==> src/rtl/spi_pkg.sv <==
// Shared definitions for the SPI register bank: command encoding, frame
// state encoding and frame length derivation.
package spi_pkg;

  // Leading frame bit: 1 selects a write, 0 selects a read.
  typedef enum logic {
    RW_READ  = 1'b0,
    RW_WRITE = 1'b1
  } rw_e;

  // Position within the current frame.
  typedef enum logic [2:0] {
    ST_IDLE,
    ST_CMD,
    ST_ADDR,
    ST_DATA,
    ST_COMMIT
  } frame_state_e;

  // One R/W bit, then the address field, then the data field.
  function automatic int frame_len(input int addr_w, input int data_w);
    return 1 + addr_w + data_w;
  endfunction

endpackage

==> src/rtl/spi_sync_edge.sv <==
// Two-flop synchronizer plus a history flop for edge detection.
// Edges are reported only once the history flop holds a real sample, so the
// reset values never produce a false edge after reset is released.
module spi_sync_edge #(
  parameter logic RESET_VAL = 1'b0
) (
  input  logic clk,
  input  logic rst,
  input  logic d,
  output logic q,
  output logic rise,
  output logic fall
);

  logic       meta;
  logic       sync;
  logic       hist;
  logic [1:0] prime;

  // Synchronizer chain, history flop and post-reset priming counter.
  always_ff @(posedge clk or negedge rst) begin
    // NOTE: every flop here uses <= so all stages sample the pre-edge values
    // together; a blocking = would collapse the chain into a single stage.
    if (!rst) begin
      meta  <= RESET_VAL;
      sync  <= RESET_VAL;
      hist  <= RESET_VAL;
      prime <= 2'd0;
    end else begin
      meta <= d;
      sync <= meta;
      hist <= sync;
      if (prime != 2'd3) prime <= prime + 2'd1;
    end
  end

  assign q    = sync;
  assign rise = (prime == 2'd3) &  sync & ~hist;
  assign fall = (prime == 2'd3) & ~sync &  hist;

endmodule

==> src/rtl/spi_reg_bank.sv <==
// SPI (mode 0) peripheral exposing NUM_REGS registers of DATA_W bits.
// Everything runs on clk; cs, sclk and copi are oversampled.
module spi_reg_bank
  import spi_pkg::*;
#(
  parameter int ADDR_W   = 7,
  parameter int DATA_W   = 8,
  parameter int NUM_REGS = 5
) (
  input  logic                       clk,
  input  logic                       rst,
  input  logic                       cs,
  input  logic                       sclk,
  input  logic                       copi,
  output logic                       cipo,
  output logic                       cipo_oe,
  output logic [NUM_REGS*DATA_W-1:0] regs,
  output logic                       wr_strobe,
  output logic [ADDR_W-1:0]          wr_addr
);

  localparam int FRAME_LEN = frame_len(ADDR_W, DATA_W);
  localparam int CNT_W     = $clog2(FRAME_LEN + 2);
  localparam int IDX_W     = (NUM_REGS > 1) ? $clog2(NUM_REGS) : 1;

  localparam logic [CNT_W-1:0]  CNT_ADDR_LAST = CNT_W'(ADDR_W);
  localparam logic [CNT_W-1:0]  CNT_FULL      = CNT_W'(FRAME_LEN);
  localparam logic [CNT_W-1:0]  CNT_SAT       = CNT_W'(FRAME_LEN + 1);
  localparam logic [ADDR_W:0]   NUM_REGS_W    = (ADDR_W + 1)'(NUM_REGS);

  logic cs_lvl, cs_rise, cs_fall;
  logic sclk_lvl, sclk_rise, sclk_fall;
  logic copi_lvl, copi_rise, copi_fall;
  logic unused_edges;

  frame_state_e state, state_nxt;
  logic armed, sample, commit_go, rd_load;

  logic [CNT_W-1:0]  bit_cnt;
  rw_e               rw_q;
  logic [ADDR_W-1:0] addr_q;
  logic [DATA_W-1:0] data_q;
  logic              addr_in_range;
  logic              frame_ok;
  logic [IDX_W-1:0]  reg_idx;

  logic [DATA_W-1:0] mem [NUM_REGS];
  logic [DATA_W-1:0] rd_word;
  logic [DATA_W-1:0] out_shift;

  spi_sync_edge #(.RESET_VAL(1'b1)) u_sync_cs (
    .clk(clk), .rst(rst), .d(cs), .q(cs_lvl), .rise(cs_rise), .fall(cs_fall)
  );
  spi_sync_edge #(.RESET_VAL(1'b0)) u_sync_sclk (
    .clk(clk), .rst(rst), .d(sclk), .q(sclk_lvl), .rise(sclk_rise), .fall(sclk_fall)
  );
  spi_sync_edge #(.RESET_VAL(1'b0)) u_sync_copi (
    .clk(clk), .rst(rst), .d(copi), .q(copi_lvl), .rise(copi_rise), .fall(copi_fall)
  );

  // Only the copi level and the sclk edges matter to the frame logic.
  assign unused_edges = ^{sclk_lvl, copi_rise, copi_fall};

  assign addr_in_range = ({1'b0, addr_q} < NUM_REGS_W);
  assign frame_ok      = (rw_q == RW_WRITE) && (bit_cnt == CNT_FULL) && addr_in_range;
  assign reg_idx       = addr_q[IDX_W-1:0];
  assign rd_word       = addr_in_range ? mem[reg_idx] : '0;

  // Frame state register.
  always_ff @(posedge clk or negedge rst) begin
    if (!rst) state <= ST_IDLE;
    else      state <= state_nxt;
  end

  // Next frame state; a cs edge always wins over an sclk edge.
  always_comb begin
    // NOTE: default first so every path assigns state_nxt and no latch is inferred.
    state_nxt = state;
    unique case (state)
      ST_IDLE: if (cs_fall) state_nxt = ST_CMD;
      ST_CMD, ST_ADDR, ST_DATA: begin
        if (cs_rise)      state_nxt = frame_ok ? ST_COMMIT : ST_IDLE;
        else if (cs_fall) state_nxt = ST_CMD;
        else if (sample) begin
          if (state == ST_CMD) state_nxt = ST_ADDR;
          else if (state == ST_ADDR && bit_cnt == CNT_ADDR_LAST) state_nxt = ST_DATA;
        end
      end
      ST_COMMIT: state_nxt = ST_IDLE;
      default:   state_nxt = ST_IDLE;
    endcase
  end

  // Frame-state decoded controls.
  always_comb begin
    armed     = (state inside {ST_CMD, ST_ADDR, ST_DATA});
    sample    = armed && sclk_rise && !cs_lvl && !cs_rise;
    commit_go = armed && cs_rise && frame_ok;
    rd_load   = (state == ST_DATA) && sclk_fall && !cs_lvl && (rw_q == RW_READ) && !cipo_oe;
    wr_strobe = (state == ST_COMMIT);
  end

  // Bit counter and input shifters, split per frame field.
  always_ff @(posedge clk or negedge rst) begin
    if (!rst) begin
      bit_cnt <= '0;
      rw_q    <= RW_READ;
      addr_q  <= '0;
      data_q  <= '0;
    end else if (cs_fall) begin
      bit_cnt <= '0;
      rw_q    <= RW_READ;
      addr_q  <= '0;
      data_q  <= '0;
    end else if (sample) begin
      if (bit_cnt != CNT_SAT) bit_cnt <= bit_cnt + CNT_W'(1);
      case (state)
        ST_CMD:  rw_q   <= rw_e'(copi_lvl);
        ST_ADDR: addr_q <= (addr_q << 1) | ADDR_W'(copi_lvl);
        ST_DATA: if (bit_cnt < CNT_FULL) data_q <= (data_q << 1) | DATA_W'(copi_lvl);
        default: ;
      endcase
    end
  end

  // Register file and last-write address; written on the edge entering commit.
  always_ff @(posedge clk or negedge rst) begin
    if (!rst) begin
      // NOTE: the bank is a small flop array, so each entry is reset explicitly.
      for (int i = 0; i < NUM_REGS; i++) mem[i] <= '0;
      wr_addr <= '0;
    end else if (commit_go) begin
      mem[reg_idx] <= data_q;
      wr_addr      <= addr_q;
    end
  end

  // Read shifter: load after the address field, shift on each later sclk fall.
  always_ff @(posedge clk or negedge rst) begin
    if (!rst) begin
      out_shift <= '0;
      cipo_oe   <= 1'b0;
    end else if (cs_rise || cs_fall) begin
      out_shift <= '0;
      cipo_oe   <= 1'b0;
    end else if (rd_load) begin
      out_shift <= rd_word;
      cipo_oe   <= 1'b1;
    end else if (cipo_oe && sclk_fall) begin
      out_shift <= out_shift << 1;
    end
  end

  assign cipo = cipo_oe & out_shift[DATA_W-1];

  for (genvar g = 0; g < NUM_REGS; g++) begin : g_regs
    assign regs[g*DATA_W +: DATA_W] = mem[g];
  end

endmodule

==> config.mk <==
export PLATFORM = sky130hd
export DESIGN_NAME = spi_reg_bank
export DESIGN_NICKNAME = d
export VERILOG_FILES = /design/src/rtl/spi_pkg.sv /design/src/rtl/spi_sync_edge.sv /design/src/rtl/spi_reg_bank.sv
export SDC_FILE = /design/constraint.sdc
export NUM_CORES = 1
export LEC_CHECK = 0
export BUFFER_PORTS_ARGS = -buffer_cell sky130_fd_sc_hd__buf_2
export CAP_MARGIN = 20
export CORE_MARGIN = 5
export CORE_UTILIZATION = 50
export DETAILED_ROUTE_END_ITERATION = 16
export PLACE_DENSITY = 0.71
export SYNTH_ARGS = -nofsm -noshare
export SYNTH_HDL_FRONTEND = slang
export SYNTH_SLANG_ARGS = --single-unit
==> constraint.sdc <==
create_clock -name clk -period 2.9 [get_ports clk]
set_input_delay 0.58 -clock clk [delete_from_list [all_inputs] [get_ports clk]]
set_output_delay 0.58 -clock clk [all_outputs]
set_load 0.02 [all_outputs]
# Yosys cells after proc, flatten, opt, wreduce, memory -nomap -nowiden
# Cells that the tools add are included.
[totals]
romBits = 0
latchBits = 0
mem_count = 0
input_bits = 5
ff_bits = 92
wordCells = 128
ram_bits = 0
output_inout_bits = 50
[classes]
div_mod_pow = 0
shift = 0
multipliers = 0
bitwise = 17
muxes = 33
n_lt_le_gt_ge = 4
eq_ne = 14
addsub = 3
n_reduce_logical = 34
[ops]
columns = ["operator", "n"]
rows = [
  ["$mux 8", 11],
  ["$bwmux 40", 1],
  ["$bmux 8 s3", 1],
  ["$demux 8 s3", 1],
  ["$mux 3", 7],
  ["$mux 7", 3],
  ["$mux 5", 3],
  ["$logic_and 1x1->1", 14],
  ["$reduce_bool 2->1", 7],
  ["$ne 5x5->1 const B", 2],
  ["$and 1x1->1", 9],
  ["$or 8x1->8", 1],
  ["$lt 7x3->1 const B", 1],
  ["$or 7x1->7", 1],
  ["$eq 3x2->1 const B", 2],
  ["$ne 2x2->1 const B", 3],
  ["$pmux 3 s2", 1],
  ["$reduce_and 2->1", 3],
  ["$reduce_and 3->1", 2],
  ["$reduce_bool 3->1", 2],
  ["$add 5x1->5 const B", 1],
  ["$eq 5x3->1 const B", 1],
  ["$eq 5x5->1 const B", 1],
  ["$lt 5x5->1 const B", 1],
  ["other kinds (14)", 26],
]

# Longest topological paths before layout
[logic_depth]
depth_word = 10
ltp_mapped = 7
mapped_depth_nobuf = 6

# Modules after synthesis
# A second synthesis with hierarchy kept.
[hier_totals]
cells_unflattened = 341
area_unflattened_um2 = 4305.4
[modules_own_cells]
columns = ["module", "area_per_inst_um2", "cells_each", "seq_area_each_um2", "n_inst"]
rows = [
  ["spi_reg_bank", 3757.4, 311, 2001.9, 1],
  ["spi_sync_edge at u_sync_copi ...", 181.4, 10, 125.1, 2],
  ["spi_sync_edge at u_sync_cs", 185.2, 10, 128.9, 1],
]

# Worst setup path before layout
# Ideal clock, no wire load.
[synth_path]
path_kind = "flip-flop to flip-flop"
startpoint = "register addr_q[5]"
endpoint = "register mem (netlist bit regs[24])"
setup_ns = 0.128
path_buffers = 1
stages_incl_launch_ff = 6
path_slack_ns = 0.751
period_less_slack_ns = 2.149
arrival_ns = 2.022
required_time_ns = 2.772
path_cell_list = "dfrtp_1 or4_1 nor4_4 and3_1 buf_2 mux2_1"
[synth_between]
elab_chain_cells = 3
[synth_rtl]
columns = ["element", "line", "rtl"]
rows = [
  ["start, declared", "spi_reg_bank.sv:41", "logic [ADDR_W-1:0] addr_q;"],
  ["start signal, assigned", "spi_reg_bank.sv:119", "ST_ADDR: addr_q <= (addr_q << 1) | ADDR_W'(copi_lvl);"],
  ["$lt 7x3->1", "spi_reg_bank.sv:64", "assign addr_in_range = ({1'b0, addr_q} < NUM_REGS_W);"],
  ["$logic_and 1x1->1", "spi_reg_bank.sv:65", "assign frame_ok = (rw_q == RW_WRITE) && (bit_cnt == CNT_FULL) && addr_in_range;"],
  ["$logic_and 1x1->1", "spi_reg_bank.sv:98", "commit_go = armed && cs_rise && frame_ok;"],
  ["end signal, assigned by index", "spi_reg_bank.sv:133", "mem[reg_idx] <= data_q;"],
  ["end, declared", "spi_reg_bank.sv:47", "logic [DATA_W-1:0] mem [NUM_REGS];"],
]
# Every way passes these cells.
# A chain may end at the register's enable or synchronous reset.

# Final worst setup path
# Same ends and word-level chain as after synthesis.

==> impl_metrics.prom <==
# TYPE chip_impl_metric gauge
chip_impl_info{name="outcome",value="finished clean"} 1
chip_impl_info{name="crit_slowest_cell",value="or4_1"} 1
chip_impl_info{name="dominant_combinational_cell_family_by_area_after_synthesis",value="multiplexers"} 1
chip_impl_metric{name="wire_length_of_the_first_global_routing_pass",unit="µm"} 15200
chip_impl_metric{name="cts_sinks",unit=""} 92
chip_impl_metric{name="totalPowerFinal",unit="mW"} 2.19
chip_impl_metric{name="number_of_antenna_violating_nets_in_the_routed_design",unit=""} 0
chip_impl_metric{name="tritoncts.num_buffers",unit=""} 9
chip_impl_info{name="cts_root_buffer",value="clkbuf_8"} 1
chip_impl_metric{name="nFillCells",unit=""} 708
chip_impl_info{name="crit_family",value="simple AND/OR/NAND/NOR gates"} 1
chip_impl_metric{name="mean_instance_size_in_the_synthesized_netlist",unit="µm²"} 12.4
chip_impl_metric{name="ys_warn_count",unit=""} 0
chip_impl_metric{name="total_inserted_antenna_cells",unit=""} 0
chip_impl_metric{name="dr.pass1.iters",unit=""} 4
chip_impl_metric{name="via_count_of_the_first_global_routing_pass",unit=""} 2878
chip_impl_metric{name="drt_iter0_markers",unit=""} 139
chip_impl_metric{name="fin_crit",unit="ns"} 2.40
chip_impl_metric{name="clock_tree_buf_depth",unit=""} 2
chip_impl_metric{name="yosysUniqueCellTypes",unit=""} 50
chip_impl_info{name="crit_path_cell_trace",value="or4_1 -> nor4_4 -> and3_1 -> mux2_1"} 1
chip_impl_metric{name="ios",unit=""} 55
chip_impl_metric{name="worst_skew_pair.late_latency",unit="ns"} 0.36
chip_impl_metric{name="postCtsResizedCells",unit=""} 0
chip_impl_metric{name="grt_usage",unit=""} 0.192
chip_impl_metric{name="nets",unit=""} 400
chip_impl_info{name="yosys.cell_count.top_type",value="dfrtp_1"} 1
chip_impl_metric{name="met3WireLength",unit="µm"} 511
chip_impl_metric{name="synth-simple-area-share",unit=""} 0.121
chip_impl_metric{name="gpl_congestion",unit=""} 0.829
chip_impl_metric{name="worst_slew_pin_slew",unit="ns"} 0.625
chip_impl_metric{name="clk_pin_slew",unit="ns"} 0.10
chip_impl_metric{name="place.detailed.hpwl",unit="µm"} 6300
chip_impl_metric{name="async_reset_ff_frac",unit=""} 1.00
chip_impl_metric{name="area_delta_synth_final",unit="%"} 14.8
chip_impl_metric{name="cts-htree-levels",unit=""} 3
chip_impl_metric{name="timing.critical_path.fanout_max",unit=""} 8
chip_impl_info{name="synth_common_cells",value="dfrtp_1 (89), mux2_1 (33), nor2_1 (25), mux2i_1 (23), clkbuf_1 (14)"} 1
chip_impl_info{name="setup.worst_path.end_class",value="flip-flop"} 1
chip_impl_metric{name="finalSetupTns",unit="ns"} 0
chip_impl_info{name="crit_type",value="flip-flop to flip-flop"} 1
chip_impl_info{name="rsz0062_at_grt",value="false"} 1
chip_impl_metric{name="drt-wirelength-per-cell",unit="µm"} 18.2
chip_impl_metric{name="met2WireLength",unit="µm"} 4150
chip_impl_info{name="worst_r2r_startpoint",value="addr_q[5]$_DFFE_PN0P_"} 1
chip_impl_metric{name="place_area",unit="µm²"} 4550
chip_impl_info{name="postSynth.topFlopCell",value="dfrtp_1"} 1
chip_impl_metric{name="r2r_cells",unit=""} 4
chip_impl_metric{name="overflow",unit=""} 0
chip_impl_metric{name="max_stage_delay",unit="ns"} 0.61
chip_impl_metric{name="power.density",unit="nW/µm²"} 463
chip_impl_metric{name="crit_required",unit="ns"} 3.14
chip_impl_info{name="tritoncts",value="yes"} 1
chip_impl_metric{name="synth.ff_latch_count",unit=""} 92
chip_impl_metric{name="drt-total-wl",unit="µm"} 9090
chip_impl_info{name="synthDominantAreaCellType",value="dfrtp_1"} 1
chip_impl_metric{name="sequential_element_share_of_the_synthesized_area",unit=""} 0.560
chip_impl_metric{name="post-synth-top-area-fraction",unit=""} 0.540
chip_impl_metric{name="finalHoldViolCount",unit=""} 0
chip_impl_metric{name="timing.final.max_slew_violations",unit=""} 0
chip_impl_metric{name="die_width",unit="µm"} 101
chip_impl_metric{name="die_area",unit="µm²"} 10200
chip_impl_metric{name="total_leakage_power",unit="nW"} 2.30
chip_impl_metric{name="post_route_skew",unit="ns"} 0.0163
chip_impl_metric{name="timing.fmax",unit="MHz"} 417
chip_impl_metric{name="finish.instance_area",unit="µm²"} 4730
chip_impl_info{name="synth.area.top_cells",value="dfrtp_1 (54%), mux2_1 (9.0%), mux2i_1 (5.6%)"} 1
chip_impl_metric{name="fp.coreArea",unit="µm²"} 8130
chip_impl_metric{name="vdd_ir_drop_max",unit="mV"} 0.243
chip_impl_metric{name="max-slew-margin-rel",unit=""} 0.583
chip_impl_metric{name="yosys.area_share.adder",unit=""} 0.0152
chip_impl_metric{name="timing.final.setup_violations",unit=""} 0
chip_impl_metric{name="timing.critical_path.buf_inv",unit=""} 0
chip_impl_info{name="regToRegEndpoint",value="regs[24]$_DFFE_PN0P_"} 1
chip_impl_info{name="routed.top_layer",value="met4"} 1
chip_impl_metric{name="die_height",unit="µm"} 101
chip_impl_metric{name="dr_total_vias",unit=""} 2843
chip_impl_metric{name="synth_compound_area_frac",unit=""} 0.0953
chip_impl_metric{name="ff2ff_setup_slack",unit="ns"} 0.50
chip_impl_metric{name="floorplan.rows",unit=""} 33
chip_impl_info{name="startpoint_type",value="flip-flop"} 1
chip_impl_metric{name="drt-met1-wl",unit="µm"} 4340
chip_impl_metric{name="drt_drc_violations_left",unit=""} 0
chip_impl_metric{name="cts_hold_repair.buffers",unit=""} 0
chip_impl_metric{name="cp_arrival",unit="ns"} 2.64
chip_impl_metric{name="antenna_violations_before_repair",unit=""} 0
chip_impl_metric{name="count_of_max_cap_constraint_violations",unit=""} 0
chip_impl_metric{name="cts_post_setup_buffers_inserted",unit=""} 0
chip_impl_metric{name="grt_max_degree",unit=""} 50
chip_impl_metric{name="via_per_inst",unit=""} 5.69
chip_impl_metric{name="initial_core_util",unit=""} 0.507
chip_impl_metric{name="syn-cell-area",unit="µm²"} 4120
chip_impl_metric{name="place.port_buffers",unit=""} 54
chip_impl_metric{name="synth_xor_xnor_area_share",unit=""} 0.0128
chip_impl_metric{name="post_synth_mux_area_share",unit=""} 0.176
chip_impl_metric{name="number_of_enable_type_register_cells_in_the_synthesized_netlist",unit=""} 0
chip_impl_metric{name="final.period_utilization",unit=""} 0.826
chip_impl_info{name="worst_hold_path_type",value="primary input to asynchronous set/reset pin"} 1
chip_impl_metric{name="synthCells",unit=""} 332
chip_impl_metric{name="syn-num-nets",unit=""} 342
chip_impl_metric{name="layout_cell_share_with_drive_strength_beyond_1",unit=""} 0.251
-- cell usage in the layout (no fill, tap or decap), types with 7 or more instances in the layout --
| cell | instances |
|---|---|
| a21oi_1 | 12 |
| clkbuf_8 | 9 |
| nand2b_1 | 7 |
| mux2i_1 | 23 |
| mux2_2 | 11 |
| o21ai_0 | 13 |
| a22o_1 | 7 |
| a32oi_1 | 7 |
| dfrtp_1 | 89 |
| mux2_1 | 33 |
| nor2_1 | 25 |
| buf_2 | 53 |
| buf_4 | 10 |
-- worst reg2reg max path, stage by stage (launching register included) --
cell     delay (ns)
dfrtp_1        0.40
or4_1          0.61
nor4_4         0.42
and3_1         0.48
mux2_1         0.37
-- worst max-delay path by stage --
stage	from	to	slack (ns)	cells past startpoint
detailed placement	addr_q[5]$_DFFE_PN0P_	regs[29]$_DFFE_PN0P_	0.53	4
CTS	addr_q[5]$_DFFE_PN0P_	regs[31]$_DFFE_PN0P_	0.51	4
floorplan	addr_q[5]$_DFFE_PN0P_	regs[24]$_DFFE_PN0P_	0.75	5
global route	addr_q[5]$_DFFE_PN0P_	regs[29]$_DFFE_PN0P_	0.40	4
finish	addr_q[5]$_DFFE_PN0P_	regs[24]$_DFFE_PN0P_	0.50	4
global placement	addr_q[5]$_DFFE_PN0P_	regs[29]$_DFFE_PN0P_	0.59	4
-- stage by stage --
step	setup slack (ns)	hold slack, ns	cells	utilization
5_1_grt	0.396	0.261	500	0.581
2_1_floorplan	0.751	0.284	332	-
6_report	0.504	0.202	500	0.581
3_5_place_dp	0.529	0.347	484	0.560
4_1_cts	0.507	0.225	500	0.581
3_3_place_gp	0.592	0.338	484	0.560
-- report_power, final --
part	total, mW	leakage (nW)	switching, mW	internal [mW]
logic	0.0877	0.977	0.0603	0.0274
clock network	0.791	0.0872	0.471	0.320
registers	1.31	1.24	0.0176	1.30
total	2.19	2.30	0.549	1.64
-- sequential cells by signal (all words and copies together) (netlist names), 2 cells and up --
| name | cells |
|---|---|
| addr_q | 7 |
| bit_cnt | 5 |
| data_q | 8 |
| out_shift | 8 |
| regs | 40 |
| state | 3 |
| u_sync_cs.prime | 2 |
| u_sync_sclk.prime | 2 |
| wr_addr | 7 |
-- cell type report --
class / instances / area, µm² / share of cell area
sequential: 92 / 2310 / 0.488
multi-input combinational: 218 / 1740 / 0.367
timing repair buffer: 64 / 360 / 0.0762
tap: 105 / 131 / 0.0278
clock buffer: 10 / 128 / 0.0270
clock inverter: 6 / 47.5 / 0.0101
inverter: 5 / 18.8 / 0.00397
-- routing by layer --
layer,vias to the layer above,track usage
met1,1439,0.285
met2,64,0.279
met3,7,0.0457
li1,1333,-
met5,-,0
met4,0,0.0570
-- logic make-up after synthesis --
| logic type | after synthesis |
|---|---|
| flip-flops | 92 |
| AND/OR/NAND/NOR | 82 |
| multiplexers | 67 |
| AO/OA/AOI/OAI | 58 |
| buffers and inverters | 22 |
| XOR/XNOR | 6 |
| adder cells (fa/ha/maj) | 5 |
Power figures use the tool's default switching activity.
